<file path="src/rtl/rom_arb_pkg.sv">
// Shared types and widths for the program-ROM access arbiter.
package rom_arb_pkg;

  localparam int ROM_AW = 7;
  localparam int ROM_DW = 8;

  typedef enum logic [1:0] {
    IDLE,
    ACCESS,
    DONE
  } arb_state_t;

  typedef enum logic {
    PORT_A,
    PORT_B
  } port_id_t;

endpackage

</file>
<file path="src/rtl/rr_arbiter_2.sv">
// Two-requester arbiter: round-robin or fixed A priority, with a last-winner
// register that only advances when the caller strobes update.
module rr_arbiter_2
  import rom_arb_pkg::*;
#(
  parameter int FIXED_PRI = 0
) (
  input  logic clk,
  input  logic reset,
  input  logic req_a,
  input  logic req_b,
  input  logic update,
  output logic win_b,
  output logic any_req
);

  port_id_t last_winner_q;
  port_id_t last_winner_d;
  port_id_t winner;

  always_comb begin
    winner = PORT_A;
    if (req_a && req_b) begin
      // On a tie the port that did not win last time goes first.
      if ((FIXED_PRI != 0) || (last_winner_q == PORT_B)) begin
        winner = PORT_A;
      end else begin
        winner = PORT_B;
      end
    end else if (req_b) begin
      winner = PORT_B;
    end
    any_req       = req_a | req_b;
    win_b         = (winner == PORT_B);
    last_winner_d = update ? winner : last_winner_q;
  end

  always_ff @(posedge clk or negedge reset) begin
    if (!reset) begin
      last_winner_q <= PORT_B;
    end else begin
      last_winner_q <= last_winner_d;
    end
  end

endmodule

</file>
<file path="src/rtl/rom_access_arbiter.sv">
// Shares one synchronous-read program ROM between the CPU fetch port (A) and
// the debug/table-lookup port (B), one access at a time.
//
//   state  | meaning
//   IDLE   | sample requests, latch winner's address on a win
//   ACCESS | ROM_LAT+1 cycles; gnt in first cycle, rom_data captured at last edge
//   DONE   | rvalid pulse to the winner, requests ignored
module rom_access_arbiter
  import rom_arb_pkg::*;
#(
  parameter int AW        = ROM_AW,
  parameter int DW        = ROM_DW,
  parameter int ROM_LAT   = 0,
  parameter int FIXED_PRI = 0
) (
  input  logic          clk,
  input  logic          reset,
  input  logic          a_req,
  input  logic [AW-1:0] a_addr,
  output logic          a_gnt,
  output logic [DW-1:0] a_rdata,
  output logic          a_rvalid,
  input  logic          b_req,
  input  logic [AW-1:0] b_addr,
  output logic          b_gnt,
  output logic [DW-1:0] b_rdata,
  output logic          b_rvalid,
  output logic [AW-1:0] rom_address,
  input  logic [DW-1:0] rom_data,
  output logic          busy
);

  localparam int CW = (ROM_LAT > 0) ? $clog2(ROM_LAT + 1) : 1;
  localparam logic [CW-1:0] CNT_LAST = CW'(ROM_LAT);

  arb_state_t    state_q, state_d;
  port_id_t      winner_q, winner_d;
  logic [AW-1:0] addr_q, addr_d;
  logic [CW-1:0] cnt_q, cnt_d;
  logic [DW-1:0] a_rdata_q, a_rdata_d;
  logic [DW-1:0] b_rdata_q, b_rdata_d;
  logic          a_gnt_q, a_gnt_d;
  logic          b_gnt_q, b_gnt_d;
  logic          a_rvalid_q, a_rvalid_d;
  logic          b_rvalid_q, b_rvalid_d;

  logic arb_update;
  logic arb_win_b;
  logic arb_any_req;

  rr_arbiter_2 #(
    .FIXED_PRI(FIXED_PRI)
  ) u_arb (
    .clk    (clk),
    .reset  (reset),
    .req_a  (a_req),
    .req_b  (b_req),
    .update (arb_update),
    .win_b  (arb_win_b),
    .any_req(arb_any_req)
  );

  always_comb begin
    state_d    = state_q;
    winner_d   = winner_q;
    addr_d     = addr_q;
    cnt_d      = cnt_q;
    a_rdata_d  = a_rdata_q;
    b_rdata_d  = b_rdata_q;
    a_gnt_d    = 1'b0;
    b_gnt_d    = 1'b0;
    a_rvalid_d = 1'b0;
    b_rvalid_d = 1'b0;
    arb_update = 1'b0;

    case (state_q)
      IDLE: begin
        if (arb_any_req) begin
          arb_update = 1'b1;
          winner_d   = arb_win_b ? PORT_B : PORT_A;
          addr_d     = arb_win_b ? b_addr : a_addr;
          cnt_d      = '0;
          a_gnt_d    = !arb_win_b;
          b_gnt_d    = arb_win_b;
          state_d    = ACCESS;
        end
      end
      ACCESS: begin
        if (cnt_q == CNT_LAST) begin
          if (winner_q == PORT_B) begin
            b_rdata_d  = rom_data;
            b_rvalid_d = 1'b1;
          end else begin
            a_rdata_d  = rom_data;
            a_rvalid_d = 1'b1;
          end
          state_d = DONE;
        end else begin
          cnt_d = cnt_q + 1'b1;
        end
      end
      DONE: begin
        state_d = IDLE;
      end
      default: begin
        state_d = IDLE;
      end
    endcase
  end

  // Reset abandons any access in flight: the pending rvalid is simply lost.
  always_ff @(posedge clk or negedge reset) begin
    if (!reset) begin
      state_q    <= IDLE;
      winner_q   <= PORT_A;
      addr_q     <= '0;
      cnt_q      <= '0;
      a_rdata_q  <= '0;
      b_rdata_q  <= '0;
      a_gnt_q    <= 1'b0;
      b_gnt_q    <= 1'b0;
      a_rvalid_q <= 1'b0;
      b_rvalid_q <= 1'b0;
    end else begin
      state_q    <= state_d;
      winner_q   <= winner_d;
      addr_q     <= addr_d;
      cnt_q      <= cnt_d;
      a_rdata_q  <= a_rdata_d;
      b_rdata_q  <= b_rdata_d;
      a_gnt_q    <= a_gnt_d;
      b_gnt_q    <= b_gnt_d;
      a_rvalid_q <= a_rvalid_d;
      b_rvalid_q <= b_rvalid_d;
    end
  end

  assign a_gnt       = a_gnt_q;
  assign b_gnt       = b_gnt_q;
  assign a_rvalid    = a_rvalid_q;
  assign b_rvalid    = b_rvalid_q;
  assign a_rdata     = a_rdata_q;
  assign b_rdata     = b_rdata_q;
  assign rom_address = addr_q;
  assign busy        = (state_q != IDLE);

endmodule

</file>
<file path="config.mk">
export PLATFORM = sky130hd
export DESIGN_NAME = rom_access_arbiter
export DESIGN_NICKNAME = d
export VERILOG_FILES = /design/src/rtl/rom_arb_pkg.sv /design/src/rtl/rr_arbiter_2.sv /design/src/rtl/rom_access_arbiter.sv
export SDC_FILE = /design/constraint.sdc
export NUM_CORES = 1
export LEC_CHECK = 0
export CORE_MARGIN = 4
export CORE_UTILIZATION = 54
export DETAILED_ROUTE_END_ITERATION = 10
export DONT_BUFFER_PORTS = 1
export HOLD_SLACK_MARGIN = 0.02
export PLACE_DENSITY = 0.81
export RECOVER_POWER = 25
export SYNTH_ARGS = -nofsm -noshare
export SYNTH_HDL_FRONTEND = slang
export SYNTH_SLANG_ARGS = --single-unit
</file>
<file path="constraint.sdc">
create_clock -name clk -period 1.25 [get_ports clk]
set_input_delay 0.375 -clock clk [delete_from_list [all_inputs] [get_ports clk]]
set_output_delay 0.375 -clock clk [all_outputs]
set_load 0.05 [all_outputs]
</file>
# Word-level counts from Yosys, hierarchy flattened
# Cells that the tools add are included.
[word_totals]
reg_bits = 32
word_cells = 51
[op_classes]
addsub = 1
eq_ne = 3
mux = 23
bitwise_logic = 3
reduce_logical = 10
[op_table]
columns = ["operator", "count"]
rows = [
  ["$mux W1", 18],
  ["$mux W7", 1],
  ["$reduce_and A2 Y1", 3],
  ["$reduce_and A3 Y1", 2],
  ["$mux W2", 2],
  ["$ne A2 B2 Y1 const B", 2],
  ["$pmux W2 S2", 1],
  ["$reduce_bool A2 Y1", 2],
  ["$eq A2 B1 Y1 const B", 1],
  ["$logic_not A2 Y1", 1],
  ["$not A1 Y1", 2],
  ["$pmux W1 S2", 1],
  ["$add A1 B1 Y1 const B", 1],
  ["$logic_and A1 B1 Y1", 1],
  ["$logic_not A1 Y1", 1],
  ["$or A1 B1 Y1", 1],
]

# Depth between registers and ports, before layout
# Gate-level depths: netlist (run 1).
[logic_depth]
ltp_word = 5
mapped_depth = 5
mapped_depth_nobuf = 4

# By module
# From an unflattened synthesis (run 1), not the netlist that was laid out.
[unflattened]
cells_unflattened = 77
area_unflattened_um2 = 1262.5
[by_module_without_submodules]
columns = ["mod", "instances", "cells_each", "area_each_um2", "seq_area_each_um2"]
rows = [
  ["rom_access_arbiter", 1, 73, 1203.7, 750.7],
  ["rr_arbiter_2", 1, 4, 58.8, 26.3],
]

# Worst setup path before layout (run 1)
# OpenSTA, ideal clock, no wires.
[synth_path]
path_type = "reg2out"
start = "register state_q[1]"
end = "output busy"
arrival_time_ns = 0.943
path_slack_ns = -0.068
path_stages_with_launch = 4
path_cell_list = "dfrtp_1 -> nor2_1 -> buf_2 -> inv_1"
[synth_between]
elab_chain_len = 1
[synth_lines]
columns = ["element", "line", "text"]
rows = [
  ["start: declaration", "rom_access_arbiter.sv:36", "arb_state_t state_q, state_d;"],
  ["start signal: assignment", "rom_access_arbiter.sv:125", "state_q <= state_d;"],
  ["$reduce_bool A2 Y1", "rom_access_arbiter.sv:145", "assign busy = (state_q != IDLE);"],
  ["end: declaration", "rom_access_arbiter.sv:30", "output logic busy"],
]
# No other way between the ends.

# Final worst setup path (run 1)
# Same ends and word-level chain as after synthesis.

==> results.ini, run 1 <==
[routing]
drc=0
routed_wirelength_mm=3.29
post_drt_wl_per_cell_um=22.4
routed_via_density=6.03
vias=886
drt_iter0_drc=20
drtPass1Iterations=4
ant_nets=0

[die]
die_h_um=55.6
row_count=16
core_sq_mm=0.00206
ios=54
dieArea_sq_mm=0.00309
die_w_um=55.6
start_util=0.592

[worst_setup_path]
cp-end-kind=output port
reg2reg_depth=5
crit_fanout=2
r2r_slack_ns=-0.28
r2r_end=a_rdata[3]$_DFFE_PN0P_
r2r-start=state_q[1]$_DFFE_PN0P_
cp.arrival_ns=1.19
critPathKind=register to output port
cp.required_ns=0.88
start_kind=register

[cells_and_area]
layout.cells.non_filler=147
n_antenna_cell=0
nets=145
syn2layout_area_growth_pct=35.6
drive_gt1_frac=0.692

[synthesis]
synth-seq-area-share=0.636
ys_warn_count=0
syn_avg_cell_area_sq_um=13.3
syn_nets=118
yosys.cell_types.count=20
synth_seq_cells=31
syn_inst=92
syn_area_sq_mm=0.00122

[sta]
worst_slew_pin_slew_ns=0.746
max_freq_ghz=0.639
setup_ws_ns=-0.314
setup-violations-final=20
slew_headroom=0.503
period_minus_slack_ns=1.56
skew_ns=0.00663
finalHoldViolations=0
rsz0062_at_grt=yes
maxSlewViolCount=0
fin_crit_sh=1.25

[global_routing]
grt_pass1_wl_mm=4.98
grt_pass1_vias=940
grt_start_max_net_pins=32
antenna_found_initial=0
track_usage=0.213
overflow=0

[placement]
dp.cells=126
io_buffer_count=0
post-dp-hpwl_mm=1.85
finalWeightedCongestion=0.710

[hold_path]
min_to=u_arb.last_winner_q$_DFFE_PN1P_
hold_path.startpoint=a_req
hold_path_class=input pin to register
hold_depth=1

[clock_network]
cts.sinks=31
numCtsBuffers=5
cts_root_buf=clkbuf_4
h-tree-depth=2
tritoncts=done
clk_pin_slew_ns=0.09
clockBufferDepth=2
insertion_delay_ns=0.33

[job]
maxCapViolations=0

[status]
status=finished, violations left
violations=setup timing

-- cell usage after synthesis --
cell type,number,area [sq um]
dfrtp_1,30,751
mux2_2,16,180
nand2_1,13,48.8
a21oi_1,7,35.0
a31oi_1,7,43.8
inv_1,3,11.3
buf_6,2,22.5
nor2_1,2,7.51
a21bo_1,1,10.0
a21boi_1,1,7.51
a21o_1,1,7.51
a221o_1,1,10.0
and2b_1,1,7.51
and4_4,1,11.3
buf_2,1,5.00
dfstp_2,1,26.3
nand2_2,1,6.26
nor2b_4,1,13.8
nor3_2,1,10.0
or2_1,1,6.26
-- worst max-delay path, stage by stage, from the launching register on --
cell	delay, ns
dfrtp_1	0.40
nor2_1	0.12
buf_4	0.14
clkinvlp_4	0.07
buf_6	0.15
-- flip-flops by register name, summed over array words and instances (netlist names) --
register,cells
b_rvalid,1
b_rdata,8
u_arb.last_winner_q,1
a_rvalid,1
a_gnt,1
rom_address,7
winner_q,1
state_q,2
b_gnt,1
a_rdata,8
-- per-layer routing --
layer | global-route usage | vias up | share of wire
met2 | 0.358 | 46 | 0.53
met5 | 0 | - | 0
met1 | 0.233 | 452 | 0.38
met3 | 0.0699 | 11 | 0.062
met4 | 0.125 | 0 | 0.029
li1 | - | 377 | -
-- metrics by stage --
stage / util / setup TNS (ns) / hold slack, ns / setup WS, ns / cell area, sq um
2_1_floorplan: - / -0.0660 / 0.0794 / -0.0660 / 1230
3_3_place_gp: 0.640 / -0.182 / 0.0802 / -0.0225 / 1320
3_5_place_dp: 0.640 / -0.450 / 0.0801 / -0.0611 / 1320
4_1_cts: 0.782 / -2.42 / 0.0964 / -0.298 / 1610
5_1_grt: 0.803 / -6.40 / 0.0885 / -0.368 / 1660
6_report: 0.803 / -3.84 / 0.120 / -0.314 / 1660
-- cell families (layout without fill, tap and decap cells) --
| group | Yosys count | count (layout) | synth area share |
|---|---|---|---|
| DFF | 31 | 31 | 0.636 |
| AOI/OAI and AO/OA | 18 | 18 | 0.0932 |
| and+or+nand+nor | 21 | 22 | 0.0912 |
| buffers and inverters | 6 | 33 | 0.0318 |
| muxes | 16 | 16 | 0.148 |
-- final cells by class --
type | count | area [sq um]
Inverter | 3 | 15.0
Fill cell | 111 | 407
Sequential cell | 31 | 810
Tap cell | 27 | 33.8
Timing Repair Buffer | 22 | 221
Clock buffer | 6 | 51.3
Clock inverter | 2 | 35.0
Multi-Input combinational cell | 56 | 489
-- cells in the final DEF (no fill, tap or decap), drive strengths merged, types with 2 or more instances in the layout --
| master | Yosys | final |
|---|---|---|
| a21oi | 7 | 7 |
| a31oi | 7 | 7 |
| buf | 3 | 19 |
| clkbuf | 0 | 7 |
| dfrtp | 30 | 30 |
| inv | 3 | 2 |
| mux2 | 16 | 16 |
| nand2 | 14 | 15 |
| nor2 | 2 | 2 |
-- worst max-delay path by stage --
stage / slack, ns / start / depth (start not counted) / to
after floorplan: -0.07 / state_q[1]$_DFFE_PN0P_ / 3 / busy
after global placement: -0.02 / state_q[1]$_DFFE_PN0P_ / 4 / a_rdata[5]$_DFFE_PN0P_
after detailed placement: -0.06 / state_q[1]$_DFFE_PN0P_ / 4 / a_rdata[1]$_DFFE_PN0P_
after CTS: -0.30 / state_q[0]$_DFFE_PN0P_ / 4 / busy
after global routing: -0.37 / state_q[1]$_DFFE_PN0P_ / 4 / busy
final: -0.31 / state_q[1]$_DFFE_PN0P_ / 4 / busy
-- what timing repair did --
action | 4_1_cts | 5_1_grt
hold buffers | 2 | 0
endpoints found under the hold margin | 31 | 0
gates resized for setup | 42 | 6
endpoints found under the setup margin | 38 | 51
buffers inserted | 7 | 3
pin swaps | 1 | 3
cloned | 1 | 1
Power of run 1 is not shown: default switching activity piles up to over one toggle a cycle in this logic, so the estimate is an artifact.
==> run 2: changes to the inputs <==
CORE_UTILIZATION = 35   (was 54)
GPL_TIMING_DRIVEN = 0   (was not set)
PLACE_DENSITY = 0.6   (was 0.81)
==> run 2 against run 1 <==
Net effect:
- the flow still finishes with violations (setup timing)
- clock-buffer cell count grew 1
- register-to-register slack lost 0.07 ns
- non-clock buffer count down 4
- wire length decreased by 13%
- cell count increased by 10%
- final area shrank 2.6%
- global-route usage decreased by 8.2 points
- clock skew increased by 0.0028 ns
- core utilization is 32 points lower
- via count fell by 8.6%
- critical path type unchanged
- largest cell class unchanged
- highest routed layer unchanged
==> results.ini, run 2 (synthesis gave the netlist of run 1 again) <==
[sta]
setup_ws_ns=-0.366  ; -0.0522 ns
skew_ns=0.00943  ; +0.00280 ns
max_freq_ghz=0.619  ; -3.2%
period_minus_slack_ns=1.62  ; +0.0522 ns
fin_crit_sh=1.29  ; +0.0418
maxSlewViolCount=0  ; unchanged
finalHoldViolations=0  ; unchanged
setup-violations-final=25  ; +25%
rsz0062_at_grt=yes
slew_headroom=0.539  ; +0.0363
worst_slew_pin_slew_ns=0.691  ; -0.0545 ns
whs_ns=0.107  ; -0.0125 ns

[clock_network]
numCtsBuffers=5  ; unchanged
cts.sinks=31  ; unchanged
tritoncts=done
h-tree-depth=2  ; unchanged
insertion_delay_ns=0.32  ; about the same
clk_pin_slew_ns=0.10  ; about the same
clockBufferDepth=2  ; unchanged
cts_root_buf=clkbuf_4

[die]
start_util=0.363  ; -0.229
die_w_um=67.1  ; +21%
core_sq_mm=0.00336  ; +63%
ios=54  ; unchanged
row_count=21  ; +5
dieArea_sq_mm=0.00450  ; +46%
die_h_um=67.1  ; +21%

[job]
maxCapViolations=0  ; unchanged

[placement]
finalWeightedCongestion=0.685  ; -3.5%
post-dp-hpwl_mm=1.80  ; -2.8%
io_buffer_count=0  ; unchanged

[routing]
drt_iter0_drc=17  ; -15%
post_drt_wl_per_cell_um=17.6  ; -21%
drtPass1Iterations=4  ; unchanged
routed_via_density=5.00  ; -17%
ant_nets=0  ; unchanged
vias=810  ; -8.6%
routed_wirelength_mm=2.85  ; -13%
drc=0  ; unchanged

[global_routing]
antenna_found_initial=0  ; unchanged
grt_pass1_wl_mm=4.30  ; -14%
overflow=0  ; unchanged
grt_pass1_vias=913  ; -2.9%
grt_start_max_net_pins=32  ; unchanged
track_usage=0.132  ; -0.0817

[worst_setup_path]
crit_fanout=2  ; unchanged
critPathKind=register to output port
cp.arrival_ns=1.24  ; +0.05 ns
cp.required_ns=0.88  ; about the same
cp-end-kind=output port
start_kind=register

[cells_and_area]
syn2layout_area_growth_pct=32.0
final_common_cell=dfrtp_2
nets=141  ; -2.8%
final_cell_mix=dfrtp_2, nand2_1, buf_6, mux2_4
n_antenna_cell=0  ; unchanged
drive_gt1_frac=0.690  ; -0.00201

[hold_path]
hold_path_class=input pin to register

[status]
violations=setup timing
status=finished, violations left

==> run 2: metrics by stage <==
stage          TNS (ns)  utilization  cells  instance area, sq um  setup slack [ns]
2_1_floorplan   -0.0660            -     92                  1230           -0.0660
3_3_place_gp     -0.844        0.382    138                  1280            -0.124
3_5_place_dp      -1.12        0.382    138                  1280            -0.137
4_1_cts           -2.02        0.442    154                  1490            -0.363
5_1_grt           -7.32        0.479    162                  1610            -0.434
6_report          -4.20        0.479    162                  1610            -0.366
==> run 2: final cells by class <==
cell class,count,area (sq um)
fillers,326,1750
repair buffers,15,155
flip-flops and latches,31,811
well taps,46,57.6
multi-input cells,56,489
plain buffers,3,33.8
clock inverters,1,5.00
clock buffers,7,45.0
inverters,3,15.0
==> run 2: repair_timing <==
action	in CTS	in global routing
buffers inserted	5	8
pin swaps	1	2
gates resized for setup	41	16
cloned	1	1
setup endpoints to repair	43	52
hold buffers	2	0
hold endpoints to repair	31	0
==> run 2: worst max-delay path, cell delays in order (launching register included) <==
cell and delay (ns):
dfrtp_1 0.41, nor2_2 0.15, buf_6 0.13, clkinvlp_4 0.23
==> run 2: routing by layer <==
metal,GRT usage,wire (um)
met1,0.141,1060
met2,0.213,1390
met3,0.0624,385
met4,0.0684,22
met5,0,0
==> run 2: final timing paths <==
path	startpoint	end	slack (ns)	cells after the start
worst max-delay path	state_q[1]$_DFFE_PN0P_	busy	-0.37	3
worst min-delay path	a_req	u_arb.last_winner_q$_DFFE_PN1P_	0.11	1
worst max register to register	state_q[1]$_DFFE_PN0P_	a_rdata[2]$_DFFE_PN0P_	-0.35	6
worst min register to register	u_arb.last_winner_q$_DFFE_PN1P_	u_arb.last_winner_q$_DFFE_PN1P_	0.55	2
max in group asynchronous	reset	a_rdata[5]$_DFFE_PN0P_	0.12	2
min in group asynchronous	reset	state_q[0]$_DFFE_PN0P_	0.64	2
Power of run 2 is left out for the same reason.
